<file path="config.mk">
export PLATFORM = sky130hd
export DESIGN_NAME = serial_shift_writer
export DESIGN_NICKNAME = d
export VERILOG_FILES = /design/src/rtl/serial_shift_pkg.sv /design/src/rtl/bit_down_counter.sv /design/src/rtl/serial_shift_writer.sv
export SDC_FILE = /design/constraint.sdc
export NUM_CORES = 1
export LEC_CHECK = 0
export ABC_AREA = 1
export BUFFER_PORTS_ARGS = -buffer_cell sky130_fd_sc_hd__buf_4
export CAP_MARGIN = 20
export CORE_AREA = 3 3 40 42
export CTS_BUF_LIST = sky130_fd_sc_hd__clkbuf_4 sky130_fd_sc_hd__clkbuf_8
export CTS_CLUSTER_DIAMETER = 30
export CTS_CLUSTER_SIZE = 28
export DETAILED_ROUTE_END_ITERATION = 10
export DIE_AREA = 0 0 43 45
export GPL_TIMING_DRIVEN = 0
export PLACE_DENSITY = 0.78
export SYNTH_ARGS = -nofsm -noshare
export SYNTH_HDL_FRONTEND = slang
export SYNTH_SLANG_ARGS = --single-unit
</file>
<file path="constraint.sdc">
create_clock -name clk -period 2.3 [get_ports clk]
set_input_delay 0.46 -clock clk [delete_from_list [all_inputs] [get_ports clk]]
set_output_delay 0.46 -clock clk [all_outputs]
set_load 0.005 [all_outputs]
</file>
<file path="src/rtl/serial_shift_pkg.sv">
// serial_shift_pkg: state and direction constants shared by the serial shift writer
package serial_shift_pkg;
    localparam logic [1:0] ST_IDLE  = 2'd0;
    localparam logic [1:0] ST_SHIFT = 2'd1;
    localparam logic [1:0] ST_DONE  = 2'd2;
    localparam logic DIR_LEFT  = 1'b0;
    localparam logic DIR_RIGHT = 1'b1;
endpackage

</file>
<file path="src/rtl/bit_down_counter.sv">
// bit_down_counter: loadable down counter with terminal flag at count==1
// Ports: clk, rst (sync, active-high), load/load_val, en, cnt, last (cnt==1)
module bit_down_counter #(
    parameter int W = 3
) (
    input  logic         clk,
    input  logic         rst,
    input  logic         load,
    input  logic [W-1:0] load_val,
    input  logic         en,
    output logic [W-1:0] cnt,
    output logic         last
);
    always_ff @(posedge clk)
        if (rst)
            cnt <= '0;
        else if (load)
            cnt <= load_val;
        else if (en && cnt != '0)
            cnt <= cnt - 1'b1;
    assign last = cnt == W'(1);
endmodule

</file>
<file path="src/rtl/serial_shift_writer.sv">
// serial_shift_writer: parallel-in, serial-out feeder for a universal shift register
// Ports: clk, rst (sync, active-high); in_valid/in_ready/in_data/in_dir word handshake;
// sl/il, sr/ir strobe and serial bit pairs; busy, done (one-cycle pulse after last strobe).
// Macro SERIAL_PAUSE_EN adds input pause, which stalls the transfer while in SHIFT.
module serial_shift_writer
    import serial_shift_pkg::*;
#(
    parameter int WIDTH = 4
) (
    input  logic             clk,
    input  logic             rst,
`ifdef SERIAL_PAUSE_EN
    input  logic             pause,
`endif
    input  logic             in_valid,
    output logic             in_ready,
    input  logic [WIDTH-1:0] in_data,
    input  logic             in_dir,
    output logic             sl,
    output logic             il,
    output logic             sr,
    output logic             ir,
    output logic             busy,
    output logic             done
);
    localparam int CW = $clog2(WIDTH + 1);
    logic [1:0]       state;
    logic [WIDTH-1:0] shreg;
    logic             dir_q;
    logic [CW-1:0]    cnt;
    logic             last;
    logic             hold;
    logic             accept;
    logic             step;
    logic             shifting;
`ifdef SERIAL_PAUSE_EN
    assign hold = pause;
`else
    assign hold = 1'b0;
`endif
    // in_ready is gated by rst, so a word offered during reset is never taken
    assign accept   = in_valid && in_ready;
    assign step     = state == ST_SHIFT && !hold;
    assign shifting = !rst && state == ST_SHIFT;
    bit_down_counter #(.W(CW)) u_cnt (
        .clk      (clk),
        .rst      (rst),
        .load     (accept),
        .load_val (CW'(WIDTH)),
        .en       (step),
        .cnt      (cnt),
        .last     (last)
    );
    always_ff @(posedge clk)
        if (rst) begin
            state <= ST_IDLE;
            shreg <= '0;
            dir_q <= DIR_LEFT;
        end else if (accept) begin
            state <= ST_SHIFT;
            shreg <= in_data;
            dir_q <= in_dir;
        end else if (step) begin
            shreg <= dir_q == DIR_RIGHT ? shreg >> 1 : shreg << 1;
            state <= last ? ST_DONE : ST_SHIFT;
        end else if (state != ST_SHIFT && state != ST_IDLE)
            state <= ST_IDLE;
    // serial bits stay valid through a pause; only the strobes drop
    assign sl       = shifting && dir_q == DIR_LEFT && !hold;
    assign il       = shifting && dir_q == DIR_LEFT && shreg[WIDTH-1];
    assign sr       = shifting && dir_q == DIR_RIGHT && !hold;
    assign ir       = shifting && dir_q == DIR_RIGHT && shreg[0];
    assign busy     = !rst && (state == ST_SHIFT || state == ST_DONE);
    assign done     = !rst && state == ST_DONE;
    assign in_ready = !rst && state == ST_IDLE;
endmodule
</file>
After elaboration in Yosys (flattened, before gate mapping):

Index checks and enable logic that the tools add are counted.

* bits in registers: 10
* input bits: 8

* add/subtract/negate cells: 1
* equality and inequality tests: 4
* multiplexer cells: 9
* bitwise logic cells: 1
* reductions and logical operators: 21

Operators by type and width (count)
* $mux W4: 3
* $logic_and A1 B1 Y1: 11
* $reduce_bool A2 Y1: 4
* $mux W2: 3
* $mux W3: 2
* $reduce_bool A3 Y1: 2
* $eq A3 B1 Y1 const B: 1
* $sub A3 B1 Y3 const B: 1
* $eq A2 B1 Y1 const B: 1
* $eq A2 B2 Y1 const B: 1
* $logic_not A2 Y1: 1
* $ne A2 B1 Y1 const B: 1
* $reduce_or A2 Y1: 1
* $logic_not A1 Y1: 1
* $logic_or A1 B1 Y1: 1
* $mux W1: 1
* $not A1 Y1: 1

Longest topological paths before layout:

Gate-level depths: netlist of the first run.

* word-level depth: 5
* mapped depth: 8

Modules after synthesis:

From an unflattened synthesis of the first run, not the netlist that was laid out.

* cell total of the unflattened synthesis: 107
* area, all modules: 704.4 sq um

Modules (own cells, without submodules)
* serial_shift_writer: times used 1, cells each 73, area each 473.0 sq um
* bit_down_counter: times used 1, cells each 34, area each 231.5 sq um

Least setup slack after synthesis of the first run:

Ideal clock, no wire load.

* path kind: reg-to-output
* from: reg state[1]
* to: out il
* arrival time: 957 ps
* data required time: 1840 ps
* slack: 883 ps
* stages on the path, launching flop included: 5
* path through: dfxtp_1 inv_1 ha_1 nand2_1 nor3b_1

* longest elaborated chain between the ends: 4

RTL lines
* start, declared: line serial_shift_writer.sv:27 `logic [1:0] state;`
* start signal, assigned: line serial_shift_writer.sv:65 `state <= last ? ST_DONE : ST_SHIFT;`
* $eq A2 B1 Y1: line serial_shift_writer.sv:44 `assign shifting = !rst && state == ST_SHIFT;`
* $logic_and A1 B1 Y1: line serial_shift_writer.sv:44
* $logic_and A1 B1 Y1 (2 in a row): line serial_shift_writer.sv:70 `assign il = shifting && dir_q == DIR_LEFT && shreg[WIDTH-1];`
* end, declared: line serial_shift_writer.sv:20 `output logic il,`

No other way between the ends.

Worst setup path after layout of the first run:

Same ends and word-level chain as after synthesis.

==> results of run 1 <==
-- cell families after synthesis --
| logic type | count (synthesis) |
|---|---|
| buffers and inverters | 17 |
| AND/OR/NAND/NOR | 54 |
| adder cells (fa/ha/maj) | 6 |
| flip-flops | 10 |
| AO/OA/AOI/OAI | 10 |
-- how the worst max path moves through the flow --
stage,from,endpoint,slack (ps),depth (start not counted)
finish,state[1]$_SDFFE_PP0P_,il,340,5
global route,state[1]$_SDFFE_PP0P_,ir,190,5
CTS,state[1]$_SDFFE_PP0P_,il,320,5
detailed placement,state[1]$_SDFFE_PP0P_,il,620,5
global placement,rst,il,650,5
floorplan,state[1]$_SDFFE_PP0P_,il,880,4
-- stage by stage --
step	cells	util, %	worst slack (ps)	power [mW]
after floorplan	97	-	883	0.397
after global placement	126	59.9	652	0.457
after detailed placement	126	59.9	619	0.464
after CTS	129	61.6	321	0.588
after global routing	129	61.6	187	0.632
final	129	61.6	336	0.580
-- final cells by class --
type                       instances  area share, %
multi-input combinational         70           46.8
sequential                        10           25.3
timing repair buffer              14           13.3
inverter                          16           7.58
clock buffer                       3           2.84
tap                               15           2.37
buffer                             1           1.90
-- state kept, by name (all words and copies together) (netlist names) --
| signal | cells |
|---|---|
| state | 2 |
| shreg | 4 |
| u_cnt.cnt | 3 |
| dir_q | 1 |
-- report_power, final --
| group | switching (mW) | internal, mW |
|---|---|---|
| combinational | 0.135 | 0.0949 |
| clock | 0.0611 | 0.0605 |
| sequential | 0.0234 | 0.205 |
-- synthesized netlist by cell type (all sizes together) --
cell | n | share of area [%]
buf | 1 | 2.3
a21oi | 4 | 3.7
nor2 | 16 | 9.3
nand2 | 26 | 15
inv | 16 | 9.3
nand3 | 7 | 7.4
o21ai | 6 | 4.6
nor3b | 4 | 4.7
ha | 6 | 12
dfxtp | 10 | 31
nand4 | 1 | 0.97
-- routing by layer --
layer,GRT usage [%],part of all wire (%)
met5,0,0
met4,9.04,1.8
met3,2.39,3.9
met2,26.9,48
met1,18.5,46
-- worst max-delay path, delay by kind of cell, from the launching register on --
kind | cells | cell delay, ps
buffers and inverters | 2 | 230
adder cells (fa/ha/maj) | 1 | 290
flip-flops | 1 | 330
AND/OR/NAND/NOR | 2 | 380
==> impl_metrics.csv, run 1 <==
group,metric,value,unit
critical_path,cp_slowest_stage_delay,330,ps
job,max-cap-violations,0,
clock_network,clock-root-buffer,"clkbuf_4",
critical_path,cp_max_fo,6,
floorplan,io_pins,15,
cells_and_area,register_area,200,um2
placed_design,port_buffers,14,
logic_synthesis,synth_cells,97,
critical_path,worstPathRequired,1840,ps
cells_and_area,stdcell_area,792,um2
sta,maxSlewViolCount,0,
drt,drtIter0Drc,7,
placed_design,hpwl,1050,um
global_routing,antenna_found_initial,0,
placed_design,placedInstanceArea,769,um2
drt,wl_per_cell,9.97,um
critical_path,cp.arrival,1500,ps
floorplan,die_h,45,um
clock_network,cts_buffer_depth,2,
logic_synthesis,yosysSeqAreaShare,31.0,%
pwr,ir_drop,438,uV
floorplan,die_w,43,um
global_routing,grt_first_pass_wirelength,2280,um
hold_path,hp-start,"rst",
logic_synthesis,synth_seq_cells,10,
critical_path,path_cells,"inv_1, ha_1, nand2_1, nor3b_1, buf_4",
global_routing,track_usage,15.6,%
critical_path,crit_type,"reg2out",
sta,grt_setup_unrepaired,"no",
clock_network,hold_buffers,0,
clock_network,clock_latency,270,ps
cells_and_area,fillers,132,
clock_network,cts_tree,"built",
critical_path,reg2reg_from,"state[1]$_SDFFE_PP0P_",
pwr,total_leakage_power,0.403,nW
drt,viasPerCell,4.90,
logic_synthesis,synthesis.nets,111,
logic_synthesis,post_synth_xor_area_fraction,0,%
critical_path,r2r-end,"u_cnt.cnt[1]$_SDFFE_PP0P_",
logic_synthesis,synth_top_family_by_area,"simple AND/OR/NAND/NOR gates",
global_routing,grt-ovfl-total,0,
floorplan,fp.dieArea,1940,um2
global_routing,grt_max_degree,11,
sta,tightest_slew,251,ps
sta,period_needed,1960,ps
cells_and_area,n_antenna_cell,0,
clock_network,clk_pin_slew_worst_paths,70,ps
sta,tns,0,ps
critical_path,reg2reg_slack,970,ps
critical_path,worst_path_max_delay_cell,"dfxtp_1",
cells_and_area,layout_common_cells,"nand2_1 (26), nor2_1 (16), inv_1 (14), buf_4 (14), dfxtp_1 (10)",
placed_design,gp_congestion,0.813,
floorplan,initial_core_util,50.2,%
sta,fin_hold_ws,414,ps
pwr,powerDensity,732,nW/um2
drt,routed_wl,1290,um
drt,drt_pass1_iterations,4,
critical_path,cp-start-kind,"flop",
clock_network,numClockSinks,10,
cells_and_area,drive_above_1_share,19.3,%
clock_network,post-cts-setup-buffers,0,
sta,slew_headroom,83.3,%
hold_path,hold_path_class,"in2reg",
sta,worst_clock_skew,3.98,ps
drt,vias,632,
clock_network,post_cts_resized,0,
drt,drcViolationCount,0,
drt,ant_nets,0,
cells_and_area,synthToLayoutAreaGrowth,22.7,%
cells_and_area,multi_input_area,370,um2
sta,final.period_utilization,85.4,%
logic_synthesis,syn_area,646,um2
logic_synthesis,synth_compound_area_share,8.33,%
logic_synthesis,synthMuxAreaShare,0,%
clock_network,cts_made_buffers,3,
logic_synthesis,synth_warnings,0,
critical_path,endpoint_kind,"output port",
sta,hold_viol_final,0,
floorplan,rows,13,
logic_synthesis,syn_area_per_cell,6.66,um2
global_routing,grt_pass1_vias,577,
critical_path,rr_worst_depth,6,
logic_synthesis,synth_fa_ha_area_share,11.6,%
hold_path,hold_depth,2,
outcome,outcome,"finished, final reports clean",
sta,finalSetupViolations,0,
sta,fmax,509,MHz
cells_and_area,layout_commonest_cell,"nand2_1",
clock_network,htreeDepth,1,
floorplan,core,1280,um2
logic_synthesis,synth_simple_gate_area_share,37.4,%
logic_synthesis,netlist-cell-type-count,15,
hold_path,whs_endpoint,"shreg[3]$_SDFFE_PP0P_",
cells_and_area,final_net_count,130,
Power figures use the tool's default switching activity.
==> run 2: changes to the inputs <==
--- a/config.mk
+++ b/config.mk
@@ -8,14 +8,14 @@
 export ABC_AREA = 1
 export BUFFER_PORTS_ARGS = -buffer_cell sky130_fd_sc_hd__buf_4
 export CAP_MARGIN = 20
-export CORE_AREA = 3 3 40 42
+export CORE_MARGIN = 3
+export CORE_UTILIZATION = 48
 export CTS_BUF_LIST = sky130_fd_sc_hd__clkbuf_4 sky130_fd_sc_hd__clkbuf_8
 export CTS_CLUSTER_DIAMETER = 30
 export CTS_CLUSTER_SIZE = 28
 export DETAILED_ROUTE_END_ITERATION = 10
-export DIE_AREA = 0 0 43 45
 export GPL_TIMING_DRIVEN = 0
-export PLACE_DENSITY = 0.78
+export PLACE_DENSITY = 0.8
 export SYNTH_ARGS = -nofsm -noshare
 export SYNTH_HDL_FRONTEND = slang
 export SYNTH_SLANG_ARGS = --single-unit
==> constraint.sdc (replaced) <==
create_clock -name clk -period 1.6 [get_ports clk]
set_input_delay 0.32 -clock clk [delete_from_list [all_inputs] [get_ports clk]]
set_output_delay 0.32 -clock clk [all_outputs]
set_load 0.005 [all_outputs]
==> run 2 against run 1 <==
First-iteration DRC count is 43% lower. Via count is 4.0% higher. Flip-flop and latch count stayed put. Largest cell class unchanged.
==> impl_metrics.csv, run 2 (synthesized netlist as in run 1, its figures left out) <==
group,metric,value,unit
critical_path,r2r-end,"shreg[2]$_SDFFE_PP0P_",
hold_path,hp-start,"rst",
global_routing,track_usage,17.4,%
placed_design,placedInstanceArea,768,um2
sta,final.period_utilization,96.6,%
sta,slew_headroom,85.3,%
clock_network,cts_buffer_depth,2,
placed_design,dpl_worst_slack,76.3,ps
cells_and_area,layout_common_cells,"nand2_1 (25), buf_4 (16), nor2_1 (15)",
cells_and_area,final_net_count,132,
cells_and_area,stdcell_area,860,um2
placed_design,gp_congestion,0.808,
critical_path,critical_path.startpoint,"state[1]$_SDFFE_PP0P_",
floorplan,io_pins,15,
sta,worst_clock_skew,3.36,ps
placed_design,port_buffers,14,
critical_path,crit_type,"reg2out",
critical_path,reg2reg_from,"state[1]$_SDFFE_PP0P_",
drt,ant_nets,0,
cells_and_area,top_register,"shreg",
sta,finalSetupViolations,0,
global_routing,grt-ovfl-total,0,
hold_path,whs_endpoint,"shreg[0]$_SDFFE_PP0P_",
critical_path,worstPathRequired,1280,ps
clock_network,numClockSinks,10,
floorplan,initial_core_util,54.4,%
clock_network,htreeDepth,1,
pwr,power,0.947,mW
cells_and_area,synthToLayoutAreaGrowth,33.1,%
drt,viasPerCell,5.02,
global_routing,grt_first_pass_wirelength,2440,um
drt,vias,657,
sta,period_needed,1550,ps
floorplan,fp.dieArea,1820,um2
global_routing,antenna_found_initial,0,
global_routing,met2_usage,30.2,%
pwr,p_clk_share,24.9,%
outcome,outcome,"finished, final reports clean",
global_routing,grtUsageMet1,20.0,%
critical_path,endpoint_kind,"output port",
drt,drt_pass1_iterations,4,
clock_network,cts_made_buffers,3,
pwr,total_leakage_power,0.429,nW
critical_path,cp-start-kind,"flop",
sta,maxSlewViolCount,0,
floorplan,die_h,42.7,um
pwr,switchingPower,0.348,mW
global_routing,use_met3,7.63,%
sta,worst_slack,54.5,ps
clock_network,clock_latency,270,ps
pwr,swShare,36.8,%
hold_path,hold_path_class,"in2reg",
critical_path,cp_max_fo,3,
cells_and_area,reg_top3,"shreg (4), u_cnt.cnt (3), state (2)",
pwr,powerDensity,1100,nW/um2
sta,fmax,647,MHz
pwr,p_int,0.599,mW
cells_and_area,layout_commonest_cell,"nand2_1",
sta,hold_viol_final,0,
sta,tightest_slew,221,ps
clock_network,hold_buffers,0,
clock_network,cts_tree,"built",
clock_network,clk_pin_slew_worst_paths,70,ps
floorplan,rows,12,
global_routing,grt_max_degree,11,
placed_design,hpwl,1010,um
cells_and_area,drive_above_1_share,29.9,%
cells_and_area,largest_reg_flops,4,
pwr,ir_drop,828,uV
sta,grt_setup_unrepaired,"yes",
global_routing,busiest_layer,"met2",
pwr,p_seq_share,36.0,%
floorplan,die_w,42.7,um
critical_path,rr_worst_depth,7,
job,max-cap-violations,0,
hold_path,hold_depth,2,
critical_path,cp.arrival,1230,ps
global_routing,grt_pass1_vias,597,
pwr,comb_power_share,39.1,%
critical_path,reg2reg_slack,340,ps
drt,wl_per_cell,11.3,um
clock_network,clock-root-buffer,"clkbuf_4",
cells_and_area,n_antenna_cell,0,
floorplan,core,1190,um2
drt,drcViolationCount,0,
drt,drtIter0Drc,4,
drt,routed_wl,1480,um
[run 2: cell types whose count changed in the layout (fill, tap and decap cells not counted), sizes merged]
cell,delta
clkbuf,+1
buf,+2
[run 2: area by class of cell]
| class | count | area (um2) |
|---|---|---|
| multi-input cells | 70 | 405 |
| fillers | 101 | 327 |
| flip-flops and latches | 10 | 205 |
| repair buffers | 16 | 120 |
| inverters | 16 | 60.1 |
| clock buffers | 4 | 36.3 |
| well taps | 14 | 17.5 |
| plain buffers | 1 | 15.0 |
[run 2: critical path, cell delays in order (launching register included)]
cell and delay, ps:
dfxtp_2 360, inv_2 60, ha_2 300, inv_1 30, nor2_1 90, buf_4 110
[run 2: worst max-delay path by stage]
| stage | endpoint | slack, ps | cells after the start |
|---|---|---|---|
| after floorplan | il | 320 | 4 |
| after global placement | ir | 110 | 5 |
| after detailed placement | il | 80 | 5 |
| after CTS | il | 5 | 5 |
| after global routing | busy | -30 | 5 |
| final | busy | 50 | 5 |
[run 2: power by group through the flow]
stage | combinational, mW | clock (mW) | sequential, mW
global route | 0.430 | 0.255 | 0.346
floorplan | 0.246 | 0 | 0.325
global placement | 0.324 | 0 | 0.331
detailed placement | 0.331 | 0 | 0.332
finish | 0.371 | 0.236 | 0.341
CTS | 0.354 | 0.239 | 0.333
[run 2: repair_timing]
| item | CTS | global route |
|---|---|---|
| setup buffers | 0 | 2 |
| resized for setup | 9 | 4 |
| pin swaps | 0 | 3 |
| endpoints found under the hold margin | 0 | 0 |
| endpoints found under the setup margin | 5 | 6 |
[run 2: routing by layer]
layer  vias to the layer above  part of all wire, %
met5                         -                    0
met2                        13                   53
met4                         0                 0.54
li1                        343                    -
met1                       299                   42
met3                         2                  4.6
[run 2: per-stage QoR]
step / TNS [ps] / hold WS (ps) / util [%] / instances
after floorplan: 0 / 389 / - / 97
after global placement: 0 / 478 / 64.8 / 125
after detailed placement: 0 / 488 / 64.8 / 125
after CTS: 0 / 275 / 70.5 / 129
after global routing: -62.6 / 278 / 72.5 / 131
final: 0 / 284 / 72.5 / 131
